**src/rtl/breakout_pkg.sv**
```systemverilog
// breakout_pkg: shared geometry constants, FSM states and overlap helper for the Breakout datapath
package breakout_pkg;
  localparam int NUM_BLOCKS = 12;
  localparam logic [9:0] BLOCK_WIDTH = 10'd80;
  localparam logic [9:0] BLOCK_HEIGHT = 10'd30;
  localparam logic [9:0] BLOCK_SPACING = 10'd40;
  localparam logic [9:0] BLOCK_PITCH = BLOCK_SPACING + BLOCK_WIDTH;
  localparam logic [9:0] ROW0_Y = 10'd40;
  localparam logic [9:0] ROW1_Y = 10'd90;
  localparam logic [9:0] ROW2_Y = 10'd140;
  localparam logic [9:0] BALL_SIZE = 10'd7;
  localparam logic [9:0] BALL_REST_Y = 10'd433;
  localparam logic [9:0] BALL_SEAT_X = 10'd46;
  localparam logic [9:0] PADDLE_X_OFF = 10'd1;
  localparam logic [9:0] PADDLE_SPAN = 10'd98;
  localparam logic [9:0] PADDLE_Y = 10'd441;
  localparam logic [9:0] PADDLE_H = 10'd8;
  localparam logic [9:0] PADDLE_MAX = 10'd540;
  localparam logic [9:0] SCREEN_H = 10'd480;
  localparam logic [9:0] X_MAX = 10'd632;
  typedef enum logic [2:0] {S_SERVE, S_PLAY, S_MOVE, S_SCAN, S_RESOLVE, S_LOST, S_WON} state_t;
  // ball box vs inclusive rectangle [x0, x0+w] x [y0, y0+h], widened so the sums cannot wrap
  function automatic logic overlap(input logic [9:0] bx, by, x0, y0, w, h);
    return {1'b0, bx} <= {1'b0, x0} + {1'b0, w} && {1'b0, bx} + {1'b0, BALL_SIZE} >= {1'b0, x0} &&
           {1'b0, by} <= {1'b0, y0} + {1'b0, h} && {1'b0, by} + {1'b0, BALL_SIZE} >= {1'b0, y0};
  endfunction
endpackage

```
**src/rtl/breakout_block_geom.sv**
```systemverilog
// breakout_block_geom: brick index to top-left (x, y) of that brick
module breakout_block_geom
  import breakout_pkg::*;
(
  input  logic [3:0] idx,
  output logic [9:0] x,
  output logic [9:0] y
);
  logic [2:0] col;
  // two full rows of five, then a short row using columns 1 and 3
  always_comb begin
    col = idx < 4'd5 ? idx[2:0] : idx < 4'd10 ? 3'(idx - 4'd5) : idx == 4'd10 ? 3'd1 : 3'd3;
    x = BLOCK_SPACING + BLOCK_PITCH * {7'd0, col};
    y = idx < 4'd5 ? ROW0_Y : idx < 4'd10 ? ROW1_Y : ROW2_Y;
  end
endmodule

```
**src/rtl/breakout_game_ctrl.sv**
```systemverilog
// breakout_game_ctrl: once-per-frame paddle/ball/brick sequencer driving the VGA renderer
module breakout_game_ctrl
  import breakout_pkg::*;
#(
  parameter int BALL_STEP   = 2,
  parameter int PADDLE_STEP = 4,
  parameter int START_LIVES = 3
) (
  input  logic       CLK_25MH,
  input  logic       reset,
  input  logic [9:0] hor_count,
  input  logic [9:0] ver_count,
  input  logic       btn_left,
  input  logic       btn_right,
  input  logic       btn_launch,
  output logic [9:0] paddle_pos,
  output logic [9:0] ball_x,
  output logic [9:0] ball_y,
  output logic       erase_enable,
  output logic [5:0] erase_pos,
  output logic [1:0] lives,
  output logic [3:0] score,
  output logic       game_over,
  output logic       game_won
);
  localparam logic [9:0] BSTEP = 10'(BALL_STEP);
  localparam logic [9:0] PSTEP = 10'(PADDLE_STEP);
  localparam logic [3:0] LAST_IDX = 4'(NUM_BLOCKS - 1);
  state_t state, state_nxt;
  logic tick, dx, dy, cx, cy, hit, bk_ov, pd_ov, miss, xwall, last_life, last_brick;
  logic [9:0] nx, ny, nx_c, ny_c, p_nxt, bk_x, bk_y;
  logic [3:0] idx, hit_idx;
  logic [11:0] alive;

  breakout_block_geom u_geom (.idx(idx), .x(bk_x), .y(bk_y));

  // frame tick, paddle step, candidate ball position and resolve decisions
  always_comb begin
    tick = hor_count == 10'd0 && ver_count == SCREEN_H;
    p_nxt = btn_left == btn_right ? paddle_pos :
            btn_left ? (paddle_pos < PSTEP ? 10'd0 : paddle_pos - PSTEP) :
            (paddle_pos > PADDLE_MAX - PSTEP ? PADDLE_MAX : paddle_pos + PSTEP);
    nx_c = dx ? ball_x + BSTEP : (ball_x < BSTEP ? 10'd0 : ball_x - BSTEP);
    ny_c = dy ? ball_y + BSTEP : (ball_y < BSTEP ? 10'd0 : ball_y - BSTEP);
    bk_ov = overlap(nx, ny, bk_x, bk_y, BLOCK_WIDTH, BLOCK_HEIGHT);
    pd_ov = dy && overlap(nx, ny, paddle_pos + PADDLE_X_OFF, PADDLE_Y, PADDLE_SPAN, PADDLE_H);
    miss = ny >= SCREEN_H;
    xwall = nx > X_MAX;
    last_life = lives == 2'd1;
    last_brick = score == LAST_IDX;
  end

  // next-state logic of the frame sequencer
  always_comb begin
    state_nxt = state;
    case (state)
      S_SERVE:   state_nxt = tick && btn_launch ? S_PLAY : S_SERVE;
      S_PLAY:    state_nxt = tick ? S_MOVE : S_PLAY;
      S_MOVE:    state_nxt = S_SCAN;
      S_SCAN:    state_nxt = idx == LAST_IDX ? S_RESOLVE : S_SCAN;
      S_RESOLVE: state_nxt = miss ? (last_life ? S_LOST : S_SERVE) : hit && last_brick ? S_WON : S_PLAY;
      default:   state_nxt = state;
    endcase
  end

  // state register
  always_ff @(posedge CLK_25MH)
    if (reset) state <= S_SERVE;
    else state <= state_nxt;

  // game datapath: dx/dy high means moving right/down; LOST and WON leave everything untouched
  always_ff @(posedge CLK_25MH) begin
    if (reset) begin
      paddle_pos <= 10'd270;
      ball_x <= 10'd316;
      ball_y <= BALL_REST_Y;
      dx <= 1'b1;
      dy <= 1'b0;
      nx <= '0;
      ny <= '0;
      cx <= 1'b0;
      cy <= 1'b0;
      idx <= '0;
      hit <= 1'b0;
      hit_idx <= '0;
      alive <= '1;
      lives <= 2'(START_LIVES);
      score <= '0;
      erase_enable <= 1'b0;
      erase_pos <= '0;
      game_over <= 1'b0;
      game_won <= 1'b0;
    end else begin
      erase_enable <= 1'b0;
      case (state)
        S_SERVE: if (tick) begin
          paddle_pos <= p_nxt;
          ball_x <= p_nxt + BALL_SEAT_X;
          ball_y <= BALL_REST_Y;
          if (btn_launch) begin
            dx <= 1'b1;
            dy <= 1'b0;
          end
        end
        S_MOVE: begin
          paddle_pos <= p_nxt;
          nx <= nx_c;
          ny <= ny_c;
          cx <= !dx && ball_x < BSTEP;
          cy <= !dy && ball_y < BSTEP;
          idx <= '0;
          hit <= 1'b0;
        end
        S_SCAN: begin
          idx <= idx + 4'd1;
          if (!hit && alive[idx] && bk_ov) begin
            hit <= 1'b1;
            hit_idx <= idx;
          end
        end
        S_RESOLVE: if (miss) begin
          lives <= lives - 2'd1;
          game_over <= last_life;
        end else begin
          ball_x <= xwall ? X_MAX : nx;
          dx <= dx ^ (xwall | cx);
          if (hit) begin
            dy <= !dy;
            alive[hit_idx] <= 1'b0;
            erase_enable <= 1'b1;
            erase_pos <= {2'b00, hit_idx};
            score <= score + 4'd1;
            game_won <= last_brick;
          end else if (pd_ov) begin
            ball_y <= BALL_REST_Y;
            dy <= 1'b0;
          end else begin
            ball_y <= ny;
            dy <= dy ^ cy;
          end
        end
        default: ;
      endcase
    end
  end
endmodule
```
**config.mk**
```make
export PLATFORM = sky130hd
export DESIGN_NAME = breakout_game_ctrl
export DESIGN_NICKNAME = d
export VERILOG_FILES = /design/src/rtl/breakout_pkg.sv /design/src/rtl/breakout_block_geom.sv /design/src/rtl/breakout_game_ctrl.sv
export SDC_FILE = /design/constraint.sdc
export NUM_CORES = 1
export LEC_CHECK = 0
export ABC_AREA = 1
export CORE_MARGIN = 3
export CORE_UTILIZATION = 45
export CTS_BUF_LIST = sky130_fd_sc_hd__clkbuf_4
export CTS_CLUSTER_SIZE = 8
export DETAILED_ROUTE_END_ITERATION = 10
export GPL_ROUTABILITY_DRIVEN = 0
export PLACE_DENSITY = 0.73
export SYNTH_ARGS = -nofsm -noshare
export SYNTH_HDL_FRONTEND = slang
export SYNTH_SLANG_ARGS = --single-unit
```
**constraint.sdc**
```tcl
create_clock -name CLK_25MH -period 5.5 [get_ports CLK_25MH]
set_clock_uncertainty 0.15 [all_clocks]
set_input_delay 0.55 -clock CLK_25MH [delete_from_list [all_inputs] [get_ports CLK_25MH]]
set_output_delay 0.55 -clock CLK_25MH [all_outputs]
set_load 0.02 [all_outputs]
```
**Yosys cells after proc, flatten, opt, wreduce, memory -nomap -nowiden**

Index checks and enable logic that the tools add are counted.

- Bits in registers: 91
- Word-level logic and storage cells: 162
- Input bits: 25

- Order comparisons: 19
- Reductions and logical operators: 33
- Equality and inequality tests: 15
- Mux-type cells: 49
- $mul: 1
- Bitwise logic cells: 7
- $add $sub $neg: 18

Operators by type and width:

| operator | count |
|---|---|
| 10-bit 2-to-1 mux | 17 |
| 10-bit case mux with 2 select lines | 3 |
| 11-bit by 10-bit >= comparator with 1-bit output | 3 |
| 10-bit by 11-bit <= comparator with 1-bit output | 3 |
| 10-bit by 3-bit adder with 11-bit output, second input constant | 2 |
| 10-bit by 7-bit adder with 11-bit output, second input constant | 2 |
| 10-bit by 2-bit adder with 10-bit output, second input constant | 2 |
| 10-bit > comparator, second input constant | 2 |
| 10-bit by 2-bit less-than comparator with 1-bit output, second input constant | 2 |
| 10-bit by 2-bit subtractor with 10-bit output, second input constant | 2 |
| 3-bit 2-to-1 mux | 6 |
| 1-bit logical AND | 15 |
| 3-bit case mux with 5 select lines | 1 |
| 1-bit 2-to-1 mux | 13 |
| 12-bit AND | 1 |
| 4-bit == test, second input constant | 3 |
| 12-bit inverter | 1 |
| 10-bit by 5-bit adder with 11-bit output, second input constant | 1 |
| 11-bit by 9-bit >= comparator with 1-bit output, second input constant | 1 |
| 10-bit by 1-bit adder with 10-bit output, second input constant | 1 |
| 10-bit by 3-bit adder with 10-bit output, second input constant | 1 |
| 10-bit by 6-bit adder with 10-bit output, second input constant | 1 |
| 6-bit by 10-bit adder with 10-bit output, first input constant | 1 |
| 10-bit by 9-bit == test with 1-bit output, second input constant | 1 |
| 36 further kinds | 57 |

**Depth between registers and ports, before layout**

Gate-level depths: netlist of the first run.

- Word-level depth: 14
- Depth in mapped cells: 34
- Depth with buffers taken out: 32

**By module**

Synthesis of the first run repeated with hierarchy kept, for this count alone.

- Cells, all modules: 1223
- Area, all modules: 8162.8 um^2

By module, submodules not included:

| module | instances | seq. area each (um^2) | area each (um^2) | cells an instance |
|---|---|---|---|---|
| breakout_game_ctrl | 1 | 1821.7 | 7619.8 | 1147 |
| breakout_block_geom | 1 | 0.0 | 543.0 | 76 |

**Worst setup path before layout of the first run**

OpenSTA, ideal clock, no wires.

- Kind: reg-to-reg
- Start point: register idx[0]
- End point: register hit_idx[0]
- Cell stages (with the launch flop): 29
- Buffers on the path: 2
- Path slack: 501 ps
- Clock period less this slack: 4999 ps
- Data arrival time: 4734 ps
- Setup time: 115 ps
- Cell sequence: dfxtp_1 -> buf_4 -> inv_2 -> buf_6 -> ha_1 -> o21ai_4 -> inv_2 -> nor2_1 -> nand2_1 -> nand3_1 -> inv_1 -> fa_1 -> inv_1 -> ha_1 -> inv_1 -> fa_1 -> inv_1 -> o21ai_0 -> xor2_1 -> nand2_1 -> xor2_1 -> ha_1 -> nand3_1 -> nand2_1 -> a21oi_1 -> a31oi_1 -> nand2_4 -> a21oi_1 -> nor2_1

- Cells in the longest elaborated chain, start to end: 13
- Elaborated cells on any way between the ends: 25
- Classes of those cells: add/sub (4); mul (1); order compare (6); eq/ne (1); mux (7); reduce/logical (6)

RTL lines:

| what | RTL line | text |
|---|---|---|
| start, declared | breakout_game_ctrl.sv:32 | `logic [3:0] idx, hit_idx;` |
| start signal, assigned | breakout_game_ctrl.sv:115 | `idx <= idx + 4'd1;` |
| branches (longest 13 deep; another with 10-bit by 7-bit adder with 11-bit output) | n/a |  |
| end signal, assigned | breakout_game_ctrl.sv:118 | `hit_idx <= idx;` |
| end, declared | breakout_game_ctrl.sv:32 |  |

Several ways; the timed one is not identified. The select of a mux whose other input is x is not followed.
A chain may end at the register's enable or synchronous reset.

**Final worst setup path of the first run**

- Start point: register idx[0]
- End point: register hit_idx[3]

- Cells in the longest elaborated chain, start to end: 13
- Elaborated cells on any way between the ends: 25
- Classes of those cells: add/sub (4); mul (1); order compare (6); eq/ne (1); mux (7); reduce/logical (6)

RTL lines:

| what | RTL line | text |
|---|---|---|
| branches (longest 11 deep; another with 10-bit by 7-bit adder with 11-bit output) | n/a |  |
| 1-bit logical AND * | breakout_game_ctrl.sv:116 | `if (!hit && alive[idx] && bk_ov) begin` |
| 2-bit AND reduction (no source line) * | n/a |  |

Every way passes the cells marked *. The select of a mux whose other input is x is not followed.

==> summary.md, run 1 <==
| Metric | Value |
|---|---|
| Clk root buf | `clkbuf_4` |
| Synth Area in XOR/XNOR | `6.62%` |
| Total clock buffers created by CTS | `9` |
| Seq/Total Area, Yosys | `between 20% and 30%` |
| Largest net degree at the start of global routing | `48` |
| Power Total | `~1.1 mW` |
| Core ar. | `16,900 sq um` |
| Share of cells above drive strength 1 | `9.26%` |
| Complex-gate fraction of the synthesized area | `between 10% and 20%` |
| Crit. End Element | `flop` |
| Vias post-DR | `7,603` |
| Fmax | `199 MHz` |
| Int Pwr | `slightly above 0.8 mW` |
| Drt first pass iters | `5` |
| Slowest-stage cell, CP | `fa_1` |
| Most common cell after layout, fill and taps aside | `nand2_1` |
| Most frequent cells in the layout | `nand2_1 (218), inv_1 (145), nor2_1 (104)` |
| Final cell count without fillers | `roughly 1,400` |
| Initial DRC Count | `559` |
| Slew HR | `39.0%` |
| Skew-Pair Late Insertion Delay | `0.48 ns` |
| Final hold violations | `0` |
| Power per cell area | `126 nW/um^2` |
| CP startpoint kind | `flop` |
| # rows | `47` |
| Post-Synthesis Cells | `1,153` |
| Main combinational cell family by area after synthesis | `simple AND/OR/NAND/NOR gates` |
| Antenna-violating nets left | `0` |
| Post-synthesis simple-gate area fraction | `between 30% and 40%` |
| Final Worst Setup Slack | `about 0.48 ns` |
| Die Area | `19,100 sq um` |
| Die height | `138 um` |
| Hold path endpoint | `game_over` |
| First-pass GRT wire length | `33,900 um` |
| Distinct cell type count after synthesis | `55` |
| CTS H-tree depth | `3` |
| Worst-path clk slew | `~0.15 ns` |
| Grt met2 use | `32.6%` |
| Crit path time final | `around 5.0 ns` |
| Tcrit/Tclk final | `between 90% and 100%` |
| Required @ worst endpoint | `5.72 ns` |
| CTS Buffer Depth | `2` |
| # DRC | `0` |
| Outcome | `completed` |
| WHS Path Cells | `2` |
| Filler cell count in the final layout | `1,654` |
| R2R cell count | `27` |
| Dpl cells | `1,414` |
| Slowest Stage Delay on Critical Path | `roughly 0.55 ns` |
| Comb pwr share | `between 6 and 7%` |
| GR Layer Usage met1 | `a little under a third` |
| Final Util | `between 50% and 60%` |
| Drt wl/cell | `14.3 um` |
| Met3 Usage GRT | `3.49%` |
| Drt total wl | `20,500 um` |
| Synth Register Bits | `91` |
| Area delta synth->final | `11.9%` |
| Syn avg cell area | `6.84 sq um` |
| HP Start | `game_over` |
| Post-synth ARST share | `0%` |
| Dominant synthesized flop cell | `dfxtp_1` |
| Clock sink count | `91` |
| DPL Wire Length | `15,900 um` |
| Crit-path max FO | `11` |
| Setup TNS | `0 ns` |
| Gr ovfl total | `0` |
| Yosys Warn Count | `0` |
| Sequential share of power | `approximately three fifths` |
| IO Port Bufs | `67` |
| Sw frac | `25.8%` |
| Crit Reg-Reg Endpoint | `hit_idx[3]` |
| Total track usage | `between 20% and 30%` |
| Max-Cap Viols | `0` |
| Busiest layer in global routing | `met2` |
| Sw Pwr | `0.287 mW` |
| Slew Limit Fails | `0` |
| CTS tree | `done` |
| Worst EP arrival | `5.24 ns` |
| Tightest Pin Transition | `0.915 ns` |
| Die X | `138 um` |
| Lkg Pwr | `3.97 nW` |
| Multiplexer area fraction after synthesis | `0%` |
| Final setup viols | `0` |
| Number of synthesized flops with an enable pin | `0` |
| CP Class | `reg -> reg` |
| Antenna violations before repair | `1` |
| R2R setup slack | `0.48 ns` |
| Post-synthesis cell area | `7880 sq um` |
| Initial core utilization | `46.7%` |
| Worst r2r src | `idx[0]` |
| Clock share of power | `34.1%` |
| Pre-CTS WS | `0.277 ns` |
| IO Count | `70` |
| IR drop worst, VDD | `0.154 mV` |
| CTS Hold Bufs | `0` |
| RSZ-0062 raised after global routing | `no` |
| Number of global-route vias before repair | `around 6,900` |
| Post-synthesis adder-cell area fraction | `13.1%` |
| Min-Delay Path Class | `reg -> reg` |
| Vias/cell | `5.31` |
| Post-layout net count | `between 1,000 and 1,500` |
-- sequential cells by signal (all words and copies together) (netlist names), 2 cells and up --
signal and cells:
hit_idx 4, alive 12, nx 10, ny 10, paddle_pos 10, erase_pos 4, ball_y 10, ball_x 10
idx 4, lives 2, state 3, score 4
-- power groups by stage --
stage	Combinational, mW	Sequential [mW]	Clock [mW]
2_1_floorplan	0.0457	0.674	0
3_3_place_gp	0.0720	0.674	0
3_5_place_dp	0.0732	0.674	0
4_1_cts	0.0731	0.660	0.393
5_1_grt	0.0811	0.660	0.421
6_report	0.0737	0.659	0.380
-- final cells by class --
cell class | instances | area, sq um | share of cell area, %
antenna | 1 | 2.50 | 0.0284
clock buffer | 9 | 67.6 | 0.766
clock inverter | 6 | 63.8 | 0.723
inverter | 168 | 631 | 7.15
multi-input combinational | 864 | 5260 | 59.6
sequential | 91 | 1820 | 20.6
tap | 220 | 275 | 3.12
timing repair buffer | 72 | 703 | 7.97
-- per-layer routing --
metal,vias up,share of wire (%)
li1,3914,-
met1,3443,48
met2,229,44
met3,17,6.9
met4,0,1.2
met5,-,0
-- synthesized netlist by cell type, types with 12 or more instances --
master	number	share of area (%)
o211ai_1	16	1.5
inv_2	21	1.0
dfxtp_1	91	23
nor2_2	14	1.1
nor2_1	105	5.0
o21ai_0	62	3.9
xor2_1	43	4.8
ha_1	78	12
inv_1	145	6.9
a31oi_1	13	1.0
nand3_1	76	4.8
nand4_1	15	1.2
nor3_1	19	1.2
nand2_1	218	10
clkbuf_1	12	0.57
a21oi_1	85	5.4
-- cells by family after synthesis --
group,count (synthesis)
AOI/OAI and AO/OA,222
xor gates and xnor gates,54
adders and majority gates,81
buffers and inverters,199
DFF,91
other,2
and+or+nand+nor,504
-- repair_timing --
item	4_1_cts	5_1_grt
setup endpoints to repair	0	5
gates resized for setup	0	3
setup buffers	0	1
-- critical path, delay by kind of cell, from the launching register on --
family | cells | cell delay, ns
adder cells (fa/ha/maj) | 5 | 1.80
AO/OA/AOI/OAI | 4 | 0.76
buffers and inverters | 6 | 0.59
flip-flops | 1 | 0.37
AND/OR/NAND/NOR | 11 | 1.05
XOR/XNOR | 1 | 0.20
-- worst max-delay path by stage --
| stage | startpoint | end | slack (ns) | cells past startpoint |
|---|---|---|---|---|
| floorplan | idx[0] | hit_idx[0] | 0.50 | 28 |
| global placement | idx[0] | hit_idx[0] | 0.45 | 26 |
| detailed placement | idx[0] | hit_idx[1] | 0.28 | 27 |
| CTS | idx[0] | hit_idx[3] | 0.22 | 26 |
| global route | idx[0] | hit_idx[3] | 0.04 | 28 |
| finish | idx[0] | hit_idx[3] | 0.48 | 27 |
-- per-stage QoR --
stage	hold slack, ns	cell area [sq um]
3_3_place_gp	0.309	8670
6_report	0.330	8820
2_1_floorplan	0.304	7890
3_5_place_dp	0.306	8670
4_1_cts	0.329	8800
5_1_grt	0.345	8820
Note: power is estimated with default switching activity, not from simulation.
==> run 2: changes to the inputs <==
--- a/config.mk
+++ b/config.mk
@@ -6,6 +6,7 @@
 export NUM_CORES = 1
 export LEC_CHECK = 0
 export ABC_AREA = 1
+export CORE_ASPECT_RATIO = 1.25
 export CORE_MARGIN = 3
 export CORE_UTILIZATION = 45
 export CTS_BUF_LIST = sky130_fd_sc_hd__clkbuf_4
==> run 2 against run 1 <==
Non-clock buffer count shrank 1. Sequential power hardly changed. Critical path depth is the same. Worst setup slack got worse by 0.094 ns.
==> summary.md, run 2 (synthesized netlist as in run 1, its figures left out) <==
| Metric | Value |
|---|---|
| Outcome | `completed` |
| Final cell count without fillers | `1,431` |
| DPL Wire Length | `16,300 um` |
| Worst-path clk slew | `0.17 ns` |
| Crit. End Element | `flop` |
| Slew HR | `45.9%` |
| CTS H-tree depth | `3` |
| Pre-CTS WS | `0.0972 ns` |
| Post-route cell area | `roughly 8800 sq um` |
| Antenna-violating nets left | `0` |
| Core ar. | `17,000 sq um` |
| Min-Delay Path Class | `reg -> reg` |
| Most frequent cells in the layout | `nand2_1 (218), inv_1 (145), nor2_1 (103)` |
| Power per cell area | `roughly 130 nW/um^2` |
| Vias/cell | `5.40` |
| CTS Hold Bufs | `0` |
| CTS tree | `done` |
| Skew-Pair Late Insertion Delay | `roughly 0.48 ns` |
| Largest net degree at the start of global routing | `43` |
| Total clock buffers created by CTS | `9` |
| IO Port Bufs | `67` |
| Max reg flops | `12` |
| Crit path time final | `5.12 ns` |
| CP startpoint kind | `flop` |
| CTS Buffer Depth | `2` |
| Crit-path max FO | `11` |
| Most common cell after layout, fill and taps aside | `nand2_1` |
| Worst EP arrival | `5.37 ns` |
| Die height | `154 um` |
| Final Worst Setup Slack | `0.382 ns` |
| Clock sink count | `91` |
| Antenna violations before repair | `1` |
| Max-Cap Viols | `0` |
| # rows | `53` |
| Tcrit/Tclk final | `93.1%` |
| Die Area | `19,100 sq um` |
| IO Count | `70` |
| Dpl cells | `1,414` |
| Lkg Pwr | `3.98 nW` |
| Final setup viols | `0` |
| Drt first pass iters | `5` |
| Setup TNS | `0 ns` |
| Slew Limit Fails | `0` |
| Fmax | `195 MHz` |
| CP Class | `reg -> reg` |
| Cell Area, Placed | `about 8700 sq um` |
| Final Util | `between 50% and 60%` |
| Clk root buf | `clkbuf_4` |
| Initial DRC Count | `around 480` |
| Vias post-DR | `between 7,000 and 8,000` |
| Initial core utilization | `46.4%` |
| IR drop worst, VDD | `0.107 mV` |
| Area delta synth->final | `12.3%` |
| Tightest Pin Transition | `0.810 ns` |
| Gr ovfl total | `0` |
| Total track usage | `21.6%` |
| Number of global-route vias before repair | `7,396` |
| Drt total wl | `20,800 um` |
| Drt wl/cell | `14.6 um` |
| Required @ worst endpoint | `5.75 ns` |
| Die X | `about 120 um` |
| Post-layout net count | `roughly 1,300` |
| First-pass GRT wire length | `35,200 um` |
| Share of cells above drive strength 1 | `under 10%` |
| # DRC | `0` |
| Reg with most FFs | `alive` |
| Final hold violations | `0` |
==> run 2: final cells by class <==
class                   count  area (sq um)
diodes                      1          2.50
clock buffers               9          67.6
clock inverters             7          78.8
fillers                  1715          8130
inverters                 168           631
multi-input cells         864          5270
flip-flops and latches     91          1830
well taps                 220           275
repair buffers             71           701
==> run 2: metrics by stage <==
step                hold WS [ns]  power, mW
floorplan                  0.304      0.719
global placement           0.317      0.747
detailed placement         0.308      0.747
CTS                        0.336       1.13
global route               0.353       1.16
finish                     0.333       1.12
==> run 2: routing by layer <==
metal	GRT usage, %	vias up	part of all wire [%]
met5	0	-	0
met4	6.11	0	1.7
met3	2.85	29	5.8
met2	37.3	231	47
met1	28.4	3551	45
li1	-	3919	-
==> run 2: power by group <==
group          switching, mW  internal [mW]  total, mW
combinational         0.0443         0.0302     0.0745
clock                  0.279          0.109      0.387
sequential       0.000000958          0.659      0.659
==> run 2: worst paths after layout <==
path,cells after the start,slack [ns],startpoint,end
worst max-delay path,27,0.38,idx[1],hit_idx[0]
worst min-delay path,2,0.33,game_over,game_over
worst max register to register,27,0.38,idx[1],hit_idx[0]
worst min register to register,2,0.33,game_over,game_over
==> run 2: critical path, stage by stage, from the launching register on <==
cell and delay [ns]:
dfxtp_4 0.44, inv_2 0.08, ha_1 0.23, o21ai_4 0.22, inv_2 0.11, nor2_2 0.15
nand2_1 0.07, nand3_1 0.15, inv_1 0.13, fa_1 0.49, inv_1 0.10, ha_1 0.17
inv_1 0.05, fa_1 0.56, inv_1 0.11, o21ai_1 0.17, xor2_2 0.29, nand2_1 0.11
xor2_1 0.15, ha_1 0.31, a21oi_1 0.17, nand2_1 0.08, a21oi_1 0.17, a31oi_2 0.07
nand2_4 0.13, nand3_1 0.07, nand2_1 0.07, nor2_1 0.04
==> run 2: timing repair <==
| item | 4_1_cts | 5_1_grt |
|---|---|---|
| resized for setup | 0 | 8 |
| setup endpoints to repair | 0 | 5 |
| setup buffers | 0 | 0 |
==> edit (flow settings as in run 1) <==
Register the inputs `hor_count`, `ver_count`, `btn_left`, `btn_right` and `btn_launch` before use, with the module's reset. The logic sees them one clock later.
--- a/src/rtl/breakout_game_ctrl.sv
+++ b/src/rtl/breakout_game_ctrl.sv
@@ -26,6 +26,29 @@
   localparam logic [9:0] BSTEP = 10'(BALL_STEP);
   localparam logic [9:0] PSTEP = 10'(PADDLE_STEP);
   localparam logic [3:0] LAST_IDX = 4'(NUM_BLOCKS - 1);
+
+  logic [9:0] hor_count_q;
+  logic [9:0] ver_count_q;
+  logic btn_left_q;
+  logic btn_right_q;
+  logic btn_launch_q;
+
+  always_ff @(posedge CLK_25MH) begin
+    if (reset) begin
+      hor_count_q  <= '0;
+      ver_count_q  <= '0;
+      btn_left_q   <= '0;
+      btn_right_q  <= '0;
+      btn_launch_q <= '0;
+    end else begin
+      hor_count_q  <= hor_count;
+      ver_count_q  <= ver_count;
+      btn_left_q   <= btn_left;
+      btn_right_q  <= btn_right;
+      btn_launch_q <= btn_launch;
+    end
+  end
+
   state_t state, state_nxt;
   logic tick, dx, dy, cx, cy, hit, bk_ov, pd_ov, miss, xwall, last_life, last_brick;
   logic [9:0] nx, ny, nx_c, ny_c, p_nxt, bk_x, bk_y;
@@ -36,9 +59,9 @@
 
   // frame tick, paddle step, candidate ball position and resolve decisions
   always_comb begin
-    tick = hor_count == 10'd0 && ver_count == SCREEN_H;
-    p_nxt = btn_left == btn_right ? paddle_pos :
-            btn_left ? (paddle_pos < PSTEP ? 10'd0 : paddle_pos - PSTEP) :
+    tick = hor_count_q == 10'd0 && ver_count_q == SCREEN_H;
+    p_nxt = btn_left_q == btn_right_q ? paddle_pos :
+            btn_left_q ? (paddle_pos < PSTEP ? 10'd0 : paddle_pos - PSTEP) :
             (paddle_pos > PADDLE_MAX - PSTEP ? PADDLE_MAX : paddle_pos + PSTEP);
     nx_c = dx ? ball_x + BSTEP : (ball_x < BSTEP ? 10'd0 : ball_x - BSTEP);
     ny_c = dy ? ball_y + BSTEP : (ball_y < BSTEP ? 10'd0 : ball_y - BSTEP);
@@ -54,7 +77,7 @@
   always_comb begin
     state_nxt = state;
     case (state)
-      S_SERVE:   state_nxt = tick && btn_launch ? S_PLAY : S_SERVE;
+      S_SERVE:   state_nxt = tick && btn_launch_q ? S_PLAY : S_SERVE;
       S_PLAY:    state_nxt = tick ? S_MOVE : S_PLAY;
       S_MOVE:    state_nxt = S_SCAN;
       S_SCAN:    state_nxt = idx == LAST_IDX ? S_RESOLVE : S_SCAN;
@@ -97,7 +120,7 @@
           paddle_pos <= p_nxt;
           ball_x <= p_nxt + BALL_SEAT_X;
           ball_y <= BALL_REST_Y;
-          if (btn_launch) begin
+          if (btn_launch_q) begin
             dx <= 1'b1;
             dy <= 1'b0;
           end
Behaviour: not the same (a bounded check fails within 4 cycles, from zero or initial values and one cycle with reset high).
==> edit against run 1 <==
Count of clock-buffer cells in the layout increased by 9; synthesized area increased by 6.7%; clock power increased by 81%; utilization increased by 0.49 points; final area increased by 8.5%; power increased by 44%; routed wire length increased by 4.5%; worst setup slack got worse by 0.0043 ns; global-route usage increased by 0.80 points; combinational power increased by 2%; sequential cell count increased by 23; largest power group unchanged; highest routed layer unchanged.
==> edit: results (changes against run 1) <==
| Metric | Value |
|---|---|
| Clock-pin slew on the worst setup and hold paths | 0.10 ns (-0.05 ns) |
| GRT Total Usage | 21.7% (+0.80 points) |
| Multi-input comb cells | 887 (+2.7%) |
| Hold EP | idx[3]$_SDFFE_PP0P_ |
| Status | finished clean |
| Largest net degree at the start of global routing | 63 (+31%) |
| Number of non-clock inverters | 209 (+24%) |
| Hold_sp | idx[3]$_SDFFE_PP0P_ |
| Fillers | 1812 (+9.6%) |
| Clk power | 0.688 mW (+81%) |
| Hold WS | 0.320 ns (-0.00924 ns) |
| Core area | 18100 µm² (+7.5%) |
| Dpl cell area | 9260 µm² (+6.8%) |
| Cells after DPL | 1512 (+6.9%) |
| Critical R2R Launch | idx[1]$_SDFFE_PP0P_ |
| CTS Buf Count | 17 (+8) |
| Buffers, non-clock | 73 (+1.4%) |
| Total routed wirelength | 21.4 mm (+4.5%) |
| Reg power frac | 52.3% (-6.9 points) |
| Multi-input combinational area share | 54.3% (-5.3 points) |
| Initial DRC count | 648 (+16%) |
| Top cells by area, synth | dfxtp_1, ha_1, nand2_1, inv_1, nand3_1 |
| Worst-skew pair later-pin latency | 0.56 ns (+0.08 ns) |
| Vias in the first global route | 7412 (+7.9%) |
| Yosys cell types | 56 (+1.8%) |
| Final Net Count | 1408 (+7.3%) |
| First-pass GRT wire length | 36.1 mm (+6.3%) |
| Share of layout cells above drive strength 1 | 7.31% (-1.9 points) |
| Dpl ws | 0.181 ns (-0.0962 ns) |
| Multi-input gate area | 5200 µm² (-1.1%) |
| Worst-path maximum fanout | 10 (-1) |
| Layout clock buffers | 18 (+9) |
| Clock-cell share of area | 3.15% (+1.7 points) |
| Synth Area per Inst | 6.78 µm² (-0.74%) |
| R2R depth | 29 (+7.4%) |
| N_diodes | 2 (+1) |
| Part of the Yosys area used for sequential elements | 27.1% (+4.0 points) |
-- edit: cell count changes in the layout (fill, tap and decap cells not counted), moves of 12 or more --
cell,before,now
inv_1,145,195
dfxtp_1,91,113
nand2_1,218,240
nand3_1,75,91
inv_2,21,9
-- edit: worst min-delay path, delay by kind of cell, from the launching register on --
kind / cells / cell delay [ns]
compound gates: 1 / 0.06
simple gates: 1 / 0.06
flops: 1 / 0.32
-- edit: worst max path at each step --
stage / to / slack (ns) / cells past startpoint / start
2_1_floorplan: hit_idx[0]$_SDFFE_PP0P_ / 0.61 / 30 / idx[0]$_SDFFE_PP0P_
3_3_place_gp: hit_idx[1]$_SDFFE_PP0P_ / 0.33 / 28 / idx[1]$_SDFFE_PP0P_
3_5_place_dp: hit_idx[1]$_SDFFE_PP0P_ / 0.18 / 28 / idx[1]$_SDFFE_PP0P_
4_1_cts: hit_idx[3]$_SDFFE_PP0P_ / 0.16 / 29 / idx[1]$_SDFFE_PP0P_
5_1_grt: hit_idx[3]$_SDFFE_PP0P_ / 0.03 / 25 / idx[1]$_SDFFE_PP0P_
6_report: hit_idx[3]$_SDFFE_PP0P_ / 0.47 / 29 / idx[1]$_SDFFE_PP0P_
-- edit: cell families (layout without fill, tap and decap cells) --
group | count (synthesis) | in the layout | synth area share, %
adders and majority gates | 81 | 81 | 12.3
other | 2 | 5 | 0.0893
AOI/OAI and AO/OA | 218 | 218 | 14.8
buffers and inverters | 240 | 312 | 11.3
and+or+nand+nor | 534 | 534 | 28.7
xor gates and xnor gates | 51 | 51 | 5.71
DFF | 114 | 114 | 27.1
-- edit: routing by layer --
layer	share of wire (%)	global-route usage (%)
met5	0	0
met4	1.8	6.80
met3	6.3	3.82
met2	44	33.3
met1	48	31.0
